## src/rtl/bfp16_norm_round_pkg.sv

```systemverilog
// Shared types and constants for the BFP16 post-add normaliser.
package bfp16_pkg;

  localparam int unsigned EXP_BIAS = 127;
  localparam logic [9:0]  EXP_MAX  = 10'd255;

  // Packed BFP16 word: {sign, exp[7:0], frac[6:0]}.
  typedef struct packed {
    logic       sign;
    logic [7:0] exp;
    logic [6:0] frac;
  } bfp16_t;

  // Raw adder mantissa: [10] carry, [9] hidden, [8:2] fraction, [1] guard, [0] sticky.
  typedef logic [10:0] raw_mant_t;

  // Stage-1 register contents. exp is a two's-complement 10-bit value.
  // For special (exp==FF) words, sig[6:0] carries the passthrough fraction.
  typedef struct packed {
    logic       valid;
    logic       sign;
    logic [9:0] exp;
    logic [7:0] sig;
    logic       g;
    logic       s;
    logic       special;
  } norm_stage_t;

endpackage

```

## src/rtl/bfp16_norm_round_lzc_10bit.sv

```systemverilog
// Combinational leading-zero count of a 10-bit value, MSB first.
module lzc_10bit (
  input  logic [9:0] i_data,
  output logic [3:0] o_count,
  output logic       o_zero
);

  // Priority encode from the MSB; an all-zero input reports 10.
  always_comb begin
    casez (i_data)
      10'b1?????????: o_count = 4'd0;
      10'b01????????: o_count = 4'd1;
      10'b001???????: o_count = 4'd2;
      10'b0001??????: o_count = 4'd3;
      10'b00001?????: o_count = 4'd4;
      10'b000001????: o_count = 4'd5;
      10'b0000001???: o_count = 4'd6;
      10'b00000001??: o_count = 4'd7;
      10'b000000001?: o_count = 4'd8;
      10'b0000000001: o_count = 4'd9;
      default:        o_count = 4'd10;
    endcase
    o_zero = (i_data == 10'd0);
  end

endmodule

```

## src/rtl/bfp16_norm_round.sv

```systemverilog
// Two-stage post-add normaliser: stage 1 normalises, stage 2 rounds (RNE) and packs.
module bfp16_norm_round
  import bfp16_pkg::*;
#(
  parameter int EXP_W = 8,
  parameter int MAN_W = 7,
  parameter int FTZ   = 1
) (
  input  logic                 i_clk,
  input  logic                 i_rst,
  input  logic                 i_valid,
  output logic                 o_ready,
  input  logic                 i_sign,
  input  logic [EXP_W-1:0]     i_exp,
  input  raw_mant_t            i_mant,
  output logic                 o_valid,
  input  logic                 i_ready,
  output logic [EXP_W+MAN_W:0] o_data,
  output logic                 o_overflow,
  output logic                 o_underflow
);

  norm_stage_t s1_q, s1_d;
  logic        s2_valid_q;
  bfp16_t      data_q, data_d;
  logic        ovf_q, ovf_d;
  logic        unf_q, unf_d;

  logic        s2_load_s;
  logic [3:0]  lz_s;
  logic        lz_zero_s;
  logic [9:0]  shifted_s;
  logic        rnd_inc_s;
  logic        rnd_carry_s;
  logic [7:0]  rnd_sig_s;
  logic [9:0]  exp_rnd_s;

  // Stage 2 accepts when empty or when its word leaves this cycle.
  assign s2_load_s = ~s2_valid_q | i_ready;
  assign o_ready   = ~s1_q.valid | s2_load_s;

  lzc_10bit u_lzc (
    .i_data  (i_mant[9:0]),
    .o_count (lz_s),
    .o_zero  (lz_zero_s)
  );

  assign shifted_s = i_mant[9:0] << lz_s;

  // Stage 1 next state: normalise the incoming mantissa onto the hidden bit.
  always_comb begin
    s1_d = s1_q;
    if (o_ready) begin
      s1_d.valid   = i_valid;
      s1_d.sign    = i_sign;
      s1_d.exp     = {2'b00, i_exp};
      s1_d.sig     = 8'h00;
      s1_d.g       = 1'b0;
      s1_d.s       = 1'b0;
      s1_d.special = 1'b0;
      if (i_exp == 8'hFF) begin
        s1_d.special = 1'b1;
        s1_d.sig     = {1'b0, i_mant[8:2]};
      end else if (~i_mant[10] & lz_zero_s) begin
        // Exact zero: always +0, no flags (sig[7]=0 marks it downstream).
        s1_d.sign = 1'b0;
        s1_d.exp  = 10'd0;
      end else if (i_mant[10]) begin
        s1_d.sig = i_mant[10:3];
        s1_d.g   = i_mant[2];
        s1_d.s   = i_mant[1] | i_mant[0];
        s1_d.exp = {2'b00, i_exp} + 10'd1;
      end else if (i_mant[9]) begin
        s1_d.sig = i_mant[9:2];
        s1_d.g   = i_mant[1];
        s1_d.s   = i_mant[0];
      end else begin
        s1_d.sig = shifted_s[9:2];
        s1_d.g   = shifted_s[1];
        s1_d.s   = shifted_s[0];
        s1_d.exp = {2'b00, i_exp} - {6'd0, lz_s};
      end
    end else begin
      s1_d = s1_q;
    end
  end

  assign rnd_inc_s                = s1_q.g & (s1_q.s | s1_q.sig[0]);
  assign {rnd_carry_s, rnd_sig_s} = {1'b0, s1_q.sig} + {8'h00, rnd_inc_s};
  assign exp_rnd_s                = s1_q.exp + {9'd0, rnd_carry_s};

  // Stage 2 next state: round, range-check and pack the stage-1 word.
  always_comb begin
    data_d = '0;
    ovf_d  = 1'b0;
    unf_d  = 1'b0;
    if (s1_q.special) begin
      data_d = {s1_q.sign, 8'hFF, s1_q.sig[6:0]};
    end else if (~(rnd_carry_s | rnd_sig_s[7])) begin
      data_d = 16'h0000;
    end else if ((FTZ != 0) && ($signed(exp_rnd_s) <= $signed(10'd0))) begin
      data_d = {s1_q.sign, 15'h0000};
      unf_d  = 1'b1;
    end else if ($signed(exp_rnd_s) >= $signed(EXP_MAX)) begin
      data_d = {s1_q.sign, 8'hFF, 7'h00};
      ovf_d  = 1'b1;
    end else begin
      // On a rounding carry-out rnd_sig_s is 8'h00, i.e. fraction 0 of 1.0.
      data_d = {s1_q.sign, exp_rnd_s[7:0], rnd_sig_s[6:0]};
    end
  end

  // Stage 1 register.
  always_ff @(posedge i_clk or posedge i_rst) begin
    if (i_rst) begin
      s1_q <= '0;
    end else begin
      s1_q <= s1_d;
    end
  end

  // Stage 2 register; outputs hold while stalled.
  always_ff @(posedge i_clk or posedge i_rst) begin
    if (i_rst) begin
      s2_valid_q <= 1'b0;
      data_q     <= '0;
      ovf_q      <= 1'b0;
      unf_q      <= 1'b0;
    end else if (s2_load_s) begin
      s2_valid_q <= s1_q.valid;
      if (s1_q.valid) begin
        data_q <= data_d;
        ovf_q  <= ovf_d;
        unf_q  <= unf_d;
      end else begin
        data_q <= data_q;
        ovf_q  <= ovf_q;
        unf_q  <= unf_q;
      end
    end else begin
      s2_valid_q <= s2_valid_q;
    end
  end

  assign o_valid     = s2_valid_q;
  assign o_data      = data_q;
  assign o_overflow  = ovf_q;
  assign o_underflow = unf_q;

endmodule

```

## config.mk

```make
export PLATFORM = sky130hd
export DESIGN_NAME = bfp16_norm_round
export DESIGN_NICKNAME = d
export VERILOG_FILES = /design/src/rtl/bfp16_norm_round_pkg.sv /design/src/rtl/bfp16_norm_round_lzc_10bit.sv /design/src/rtl/bfp16_norm_round.sv
export SDC_FILE = /design/constraint.sdc
export NUM_CORES = 1
export LEC_CHECK = 0
export ABC_AREA = 1
export ABC_CLOCK_PERIOD_IN_PS = 3200
export BUFFER_PORTS_ARGS = -buffer_cell sky130_fd_sc_hd__clkbuf_2
export CAP_MARGIN = 20
export CORE_MARGIN = 2
export CORE_UTILIZATION = 59
export DETAILED_ROUTE_END_ITERATION = 6
export HOLD_SLACK_MARGIN = 0.05
export PLACE_DENSITY = 0.8
export SYNTH_ARGS = -nofsm -noshare
export SYNTH_HDL_FRONTEND = slang
export SYNTH_HIERARCHICAL = 1
export SYNTH_SLANG_ARGS = --single-unit
export TNS_END_PERCENT = 100
```

## constraint.sdc

```tcl
create_clock -name i_clk -period 3.2 [get_ports i_clk]
set_input_delay 0.16 -clock i_clk [delete_from_list [all_inputs] [get_ports i_clk]]
set_output_delay 0.16 -clock i_clk [all_outputs]
set_load 0.02 [all_outputs]
```

=== Word level (Yosys, flattened, before mapping) ===
Cells that the tools add are included.

* Flip-flop bits (word level): 42
* Input bits: 24
* Output and inout port bits: 20
* Word-level logic and storage cells: 64

* $add $sub $neg: 4
* Order comparisons: 2
* Equal/unequal tests: 10
* Shift operators: 1
* Muxes and demuxes: 22
* Bitwise operators: 10
* Reduce and logical (&&, ||, !) cells: 2

{| class="wikitable"
|+ Operator list
! cell !! number
|-
| 10-bit two-way mux || 4
|-
| 4-bit one-hot mux with 10 select lines || 1
|-
| 16-bit two-way mux || 2
|-
| 15-bit two-way mux || 2
|-
| 20-bit two-way mux || 1
|-
| 11-bit two-way mux || 1
|-
| 10-bit by 1-bit adder with 10-bit output || 1
|-
| 10-bit by 1-bit equality test with 1-bit output (second input constant) || 1
|-
| 10-bit by 9-bit >= comparator with 1-bit output (second input constant) || 1
|-
| 10-bit by 1-bit <= comparator with 1-bit output (second input constant) || 1
|-
| 10-bit logical NOT || 1
|-
| 10-bit by 4-bit left shift with 10-bit output || 1
|-
| 8-bit by 1-bit adder with 9-bit output || 1
|-
| 8-bit by 1-bit adder with 9-bit output (second input constant) || 1
|-
| 9-bit by 1-bit equality test with 1-bit output (second input constant) || 1
|-
| 1-bit two-way mux || 9
|-
| 8-bit by 4-bit subtractor with 9-bit output || 1
|-
| 8-bit by 1-bit equality test with 1-bit output (second input constant) || 1
|-
| 8-bit equality test (second input constant) || 1
|-
| 8-bit two-way mux || 1
|-
| 7-bit by 1-bit equality test with 1-bit output (second input constant) || 1
|-
| 6-bit by 1-bit equality test with 1-bit output (second input constant) || 1
|-
| 5-bit by 1-bit equality test with 1-bit output (second input constant) || 1
|-
| 1-bit OR || 5
|-
| 7 further kinds || 10
|}

=== Logic depth before layout (Yosys ltp) ===
* Depth in word-level cells: 9
* Mapped depth: 22
* Gate-level depth less buffers: 22

=== Hierarchy ===
Netlist, hierarchy kept.

{| class="wikitable"
|+ Modules (own cells, without submodules)
! module !! instances !! cells each !! area each (um2) !! sequential area each (um2)
|-
| bfp16_norm_round || 1 || 483 || 3180.6 || 1051.0
|-
| lzc_10bit || 1 || 36 || 191.4 || 0.0
|}

=== Least setup slack after synthesis ===
OpenSTA, ideal clock, no wires.

* Kind: register -> register
* From: register s1_q[3] (netlist name)
* To: register data_q (netlist bit o_data[10])
* Setup time: 0.077 ns
* Arrival time: 2.595 ns
* Data required time: 3.123 ns
* Slack: 0.528 ns
* Cell stages (with the launch flop): 18
* Buffers on the path: 0
* Period minus slack after synthesis: 2.672 ns
* Cell sequence: dfrtp_1 nand2_1 inv_1 ha_1 nand2_1 inv_1 nand4_1 or2_2 nor2_1 ha_1 nand2_2 nor2_4 nand4_1 xor2_1 nand3_1 inv_1 nand2_1 a21oi_1

* Cells in the longest elaborated chain, start to end: 9
* Elaborated cells on any way between the ends: 11
* Classes of those cells: 2 x add/sub; 2 x order compare; 4 x mux; 3 x bitwise

{| class="wikitable"
|+ Ends and longest elaborated chain
! what !! RTL line !! text
|-
| start: declaration || bfp16_norm_round.sv:23 || <nowiki>norm_stage_t s1_q, s1_d;</nowiki>
|-
| start signal: assignment || bfp16_norm_round.sv:116 || <nowiki>s1_q <= '0;</nowiki>
|-
| start signal: assignment || bfp16_norm_round.sv:118 || <nowiki>s1_q <= s1_d;</nowiki>
|-
| 1-bit OR || bfp16_norm_round.sv:88 || <nowiki>assign rnd_inc_s = s1_q.g & (s1_q.s | s1_q.sig[0]);</nowiki>
|-
| 1-bit AND || bfp16_norm_round.sv:88 ||
|-
| 8-bit by 1-bit adder with 9-bit output * || bfp16_norm_round.sv:89 || <nowiki>assign {rnd_carry_s, rnd_sig_s} = {1'b0, s1_q.sig} + {8'h00, rnd_inc_s};</nowiki>
|-
| 10-bit by 1-bit adder with 10-bit output || bfp16_norm_round.sv:90 || <nowiki>assign exp_rnd_s = s1_q.exp + {9'd0, rnd_carry_s};</nowiki>
|-
| 10-bit by 9-bit >= comparator with 1-bit output || bfp16_norm_round.sv:104 || <nowiki>end else if ($signed(exp_rnd_s) >= $signed(EXP_MAX)) begin</nowiki>
|-
| 15-bit two-way mux || bfp16_norm_round.sv:104 ||
|-
| 15-bit two-way mux || bfp16_norm_round.sv:101 || <nowiki>end else if ((FTZ != 0) && ($signed(exp_rnd_s) <= $signed(10'd0))) begin</nowiki>
|-
| 16-bit two-way mux * || bfp16_norm_round.sv:99 || <nowiki>end else if (~(rnd_carry_s | rnd_sig_s[7])) begin</nowiki>
|-
| 16-bit two-way mux * || bfp16_norm_round.sv:97 || <nowiki>if (s1_q.special) begin</nowiki>
|-
| end signal: assignment || bfp16_norm_round.sv:132 || <nowiki>data_q <= data_d;</nowiki>
|-
| end signal: assignment || bfp16_norm_round.sv:136 || <nowiki>data_q <= data_q;</nowiki>
|-
| end: declaration || bfp16_norm_round.sv:25 || <nowiki>bfp16_t data_q, data_d;</nowiki>
|}

Mark *: on every way between the ends. The rest lies on a longest branch, timed or not.
A chain may end at the register's enable or synchronous reset.

=== Worst setup path after layout ===
* From: register s1_q[3] (netlist name)
* To: register data_q (netlist bit o_data[5])

The elaborated chain is that of the path after synthesis.

==> flow_summary.yaml <==
run_status:
  outcome: "complete, no violations"
final_layout:
  antenna_cells: 0
  area_growth_syn_to_layout_pct: 13.2
  fillers: 474
  fin_util: 0.693
  nets: 597
  final_area_sq_um: 3820
  drive_gt1_frac: 0.156
global_routing:
  first_global_vias: 3118
  grt_max_degree: 24
  grt_overflow: 0
  grt_pass1_wl_mm: 13.9
  antenna_found_initial: 0
  grt.total_usage: 0.273
clock_tree:
  cts_buffers: 5
  clk_path_buf_depth: 2
  htree_levels: 2
  cts-root-buf: "clkbuf_8"
  cts_tree: "done"
  clk_pin_slew_ps: 80
  cts.sinks: 42
  clock_latency_ps: 300
synthesis:
  synthesis.nets: 552
  synth-seq-cells: 42
  ys.flop_type: "dfrtp_1"
  yosysUniqueCellTypes: 38
  synth_area_sq_um: 3370
  yosys_warnings: 6
  yosys-top-cells-count: "nand2_1 (120), inv_1 (67), nor2_1 (61), a21oi_1 (53), o21ai_0 (50)"
  async_flop_share: 1.00
  synth_edf_count: 0
  netlist_instances: 519
  yosys.area.top_type: "dfrtp_1"
  synth_area_leaders: "dfrtp_1 (31%), nand2_1 (13%), a21oi_1 (7.9%)"
  seq_area_frac_synth: 0.312
  synth_top_area_share: 0.312
  yosys.cell_count.top_type: "nand2_1"
  syn_area_per_cell_sq_um: 6.50
setup_path:
  critPathKind: "register to register"
  cp-end-kind: "register"
  worstSetupStartpointType: "register"
  cp.required_ps: 3410
  worst-path-max-fanout: 7
  arrival_ps: 3110
detailed_routing:
  wl_per_cell_microns: 13.0
  via_per_inst: 5.53
  drc: 0
  firstDrtPassIters: 6
  num_vias: 3521
  ant_nets: 0
  drt_wl_total_mm: 8.27
  drtIter0Drc: 221
place:
  dp.final_hpwl_mm: 6.40
  place.gp.congestion: 0.927
  io_buffer_count: 43
  postPlaceCellArea_sq_um: 3670
floorplan:
  die_y_microns: 79.6
  fp-row-count: 27
  dieArea_sq_um: 6340
  start_util: 0.612
  ioPinCount: 44
  coreArea_sq_um: 5510
  die_w_microns: 79.6
sta:
  slew-limit-headroom: 0.488
  timing.final.hold_violations: 0
  finClkSkew_ps: 6.67
  finalMaxSlewViolations: 0
  tightest_slew_ps: 767
  fmax_mhz: 345
  fin_tns_setup_ps: 0
  setup_viol: 0
  min_period_ps: 2900
  period_share: 0.906
pwr:
  irDropWorstVdd_uv: 309
  leakage_nw: 1.96
  powerDensity_nw_per_um2: 433
worst_hold_path:
  worst_hold_path_type: "input port to register"
run:
  cap_viol_max_count: 0
## placed cells by master (no fill, tap or decap), types with 2 or more instances in the layout
cell type / Yosys / final
a21oi_1: 53 / 53
a22o_1: 2 / 2
a22oi_1: 4 / 4
a31oi_1: 3 / 3
buf_4: 1 / 8
clkbuf_2: 0 / 43
clkbuf_8: 0 / 5
clkinv_1: 2 / 2
clkinvlp_4: 0 / 2
dfrtp_1: 42 / 42
dlygate4sd3_1: 0 / 2
ha_1: 8 / 8
inv_1: 67 / 65
inv_2: 1 / 3
nand2_1: 120 / 120
nand2_2: 5 / 5
nand2_4: 2 / 2
nand3_1: 36 / 36
nand3_2: 2 / 2
nand4_1: 6 / 6
nor2_1: 61 / 58
nor2_2: 2 / 5
nor2_4: 7 / 7
nor3_1: 4 / 4
o211ai_1: 6 / 6
o21ai_0: 50 / 50
o221ai_1: 2 / 2
o31ai_1: 3 / 3
or2_2: 3 / 3
xnor2_1: 2 / 2
xor2_1: 3 / 2
## worst paths after layout
kind,from,end,slack [ps],depth (start not counted)
worst min register to register,o_data[15],o_data[15],510,2
worst min-delay path,i_sign,s1_q[21],100,2
min in group asynchronous,i_rst,s1_q[17],520,3
worst max-delay path,s1_q[3],o_data[5],300,17
worst max register to register,s1_q[3],o_data[5],300,17
max in group asynchronous,i_rst,o_data[5],1910,4
## flip-flops by register name (all words and copies together) (netlist names)
signal       flops
s1_q            23
o_data          16
o_overflow       1
o_underflow      1
o_valid          1
## layout make-up
cell class	instances	area, sq um	area share
Sequential cell	42	1050	0.275
Clock inverter	3	45.0	0.0118
Inverter	70	263	0.0688
Clock buffer	5	68.8	0.0180
Tap cell	72	90.1	0.0236
Multi-Input combinational cell	392	2000	0.525
Timing Repair Buffer	53	295	0.0774
## critical path, cell delays in order, from the launching register on
cell and delay (ps):
dfrtp_1 390, nand2_1 100, inv_1 100, ha_1 170, nand2_1 70, inv_1 100
nand4_1 120, or2_2 330, nor2_2 110, ha_1 210, nand2_2 100, nor2_4 130
nand4_1 160, xor2_2 260, nand2_1 110, inv_2 110, nand3_1 80, a21oi_1 170
## routing by layer
layer / GRT usage / wire length [microns]
met5: 0 / 0
met4: 0.103 / 194
met3: 0.0305 / 408
met2: 0.466 / 3910
met1: 0.353 / 3760
## cell families after synthesis
kind of cell | after synthesis | share of synthesized area
adder cells (fa/ha/maj) | 9 | 0.0356
AO/OA/AOI/OAI | 127 | 0.207
AND/OR/NAND/NOR | 250 | 0.332
multiplexers | 1 | 0.00297
flip-flops | 42 | 0.312
XOR/XNOR | 5 | 0.0130
buffers and inverters | 85 | 0.0983
## where the power goes
| group | internal (W) | total (W) | leakage (nW) | switching (W) |
|---|---|---|---|---|
| Combinational | 0.000192 | 0.000555 | 1.41 | 0.000363 |
| Clock | 0.000232 | 0.000419 | 0.0504 | 0.000187 |
| Sequential | 0.000614 | 0.000680 | 0.495 | 0.0000662 |
## timing repair
item	in CTS	in global routing
gates resized for setup	0	6
setup endpoints to repair	0	16
buffers inserted	0	0
endpoints found under the hold margin	21	0
hold buffers	2	0
## stage by stage
stage / power [W] / std cells / hold slack [ps] / worst slack [ps]
finish: 0.00165 / 637 / 101 / 301
global route: 0.00176 / 637 / 117 / -1.83
CTS: 0.00166 / 637 / 97.0 / 122
detailed placement: 0.00124 / 627 / 314 / 142
global placement: 0.00122 / 627 / 308 / 342
floorplan: 0.00107 / 519 / 272 / 528
Power figures use the tool's default switching activity.
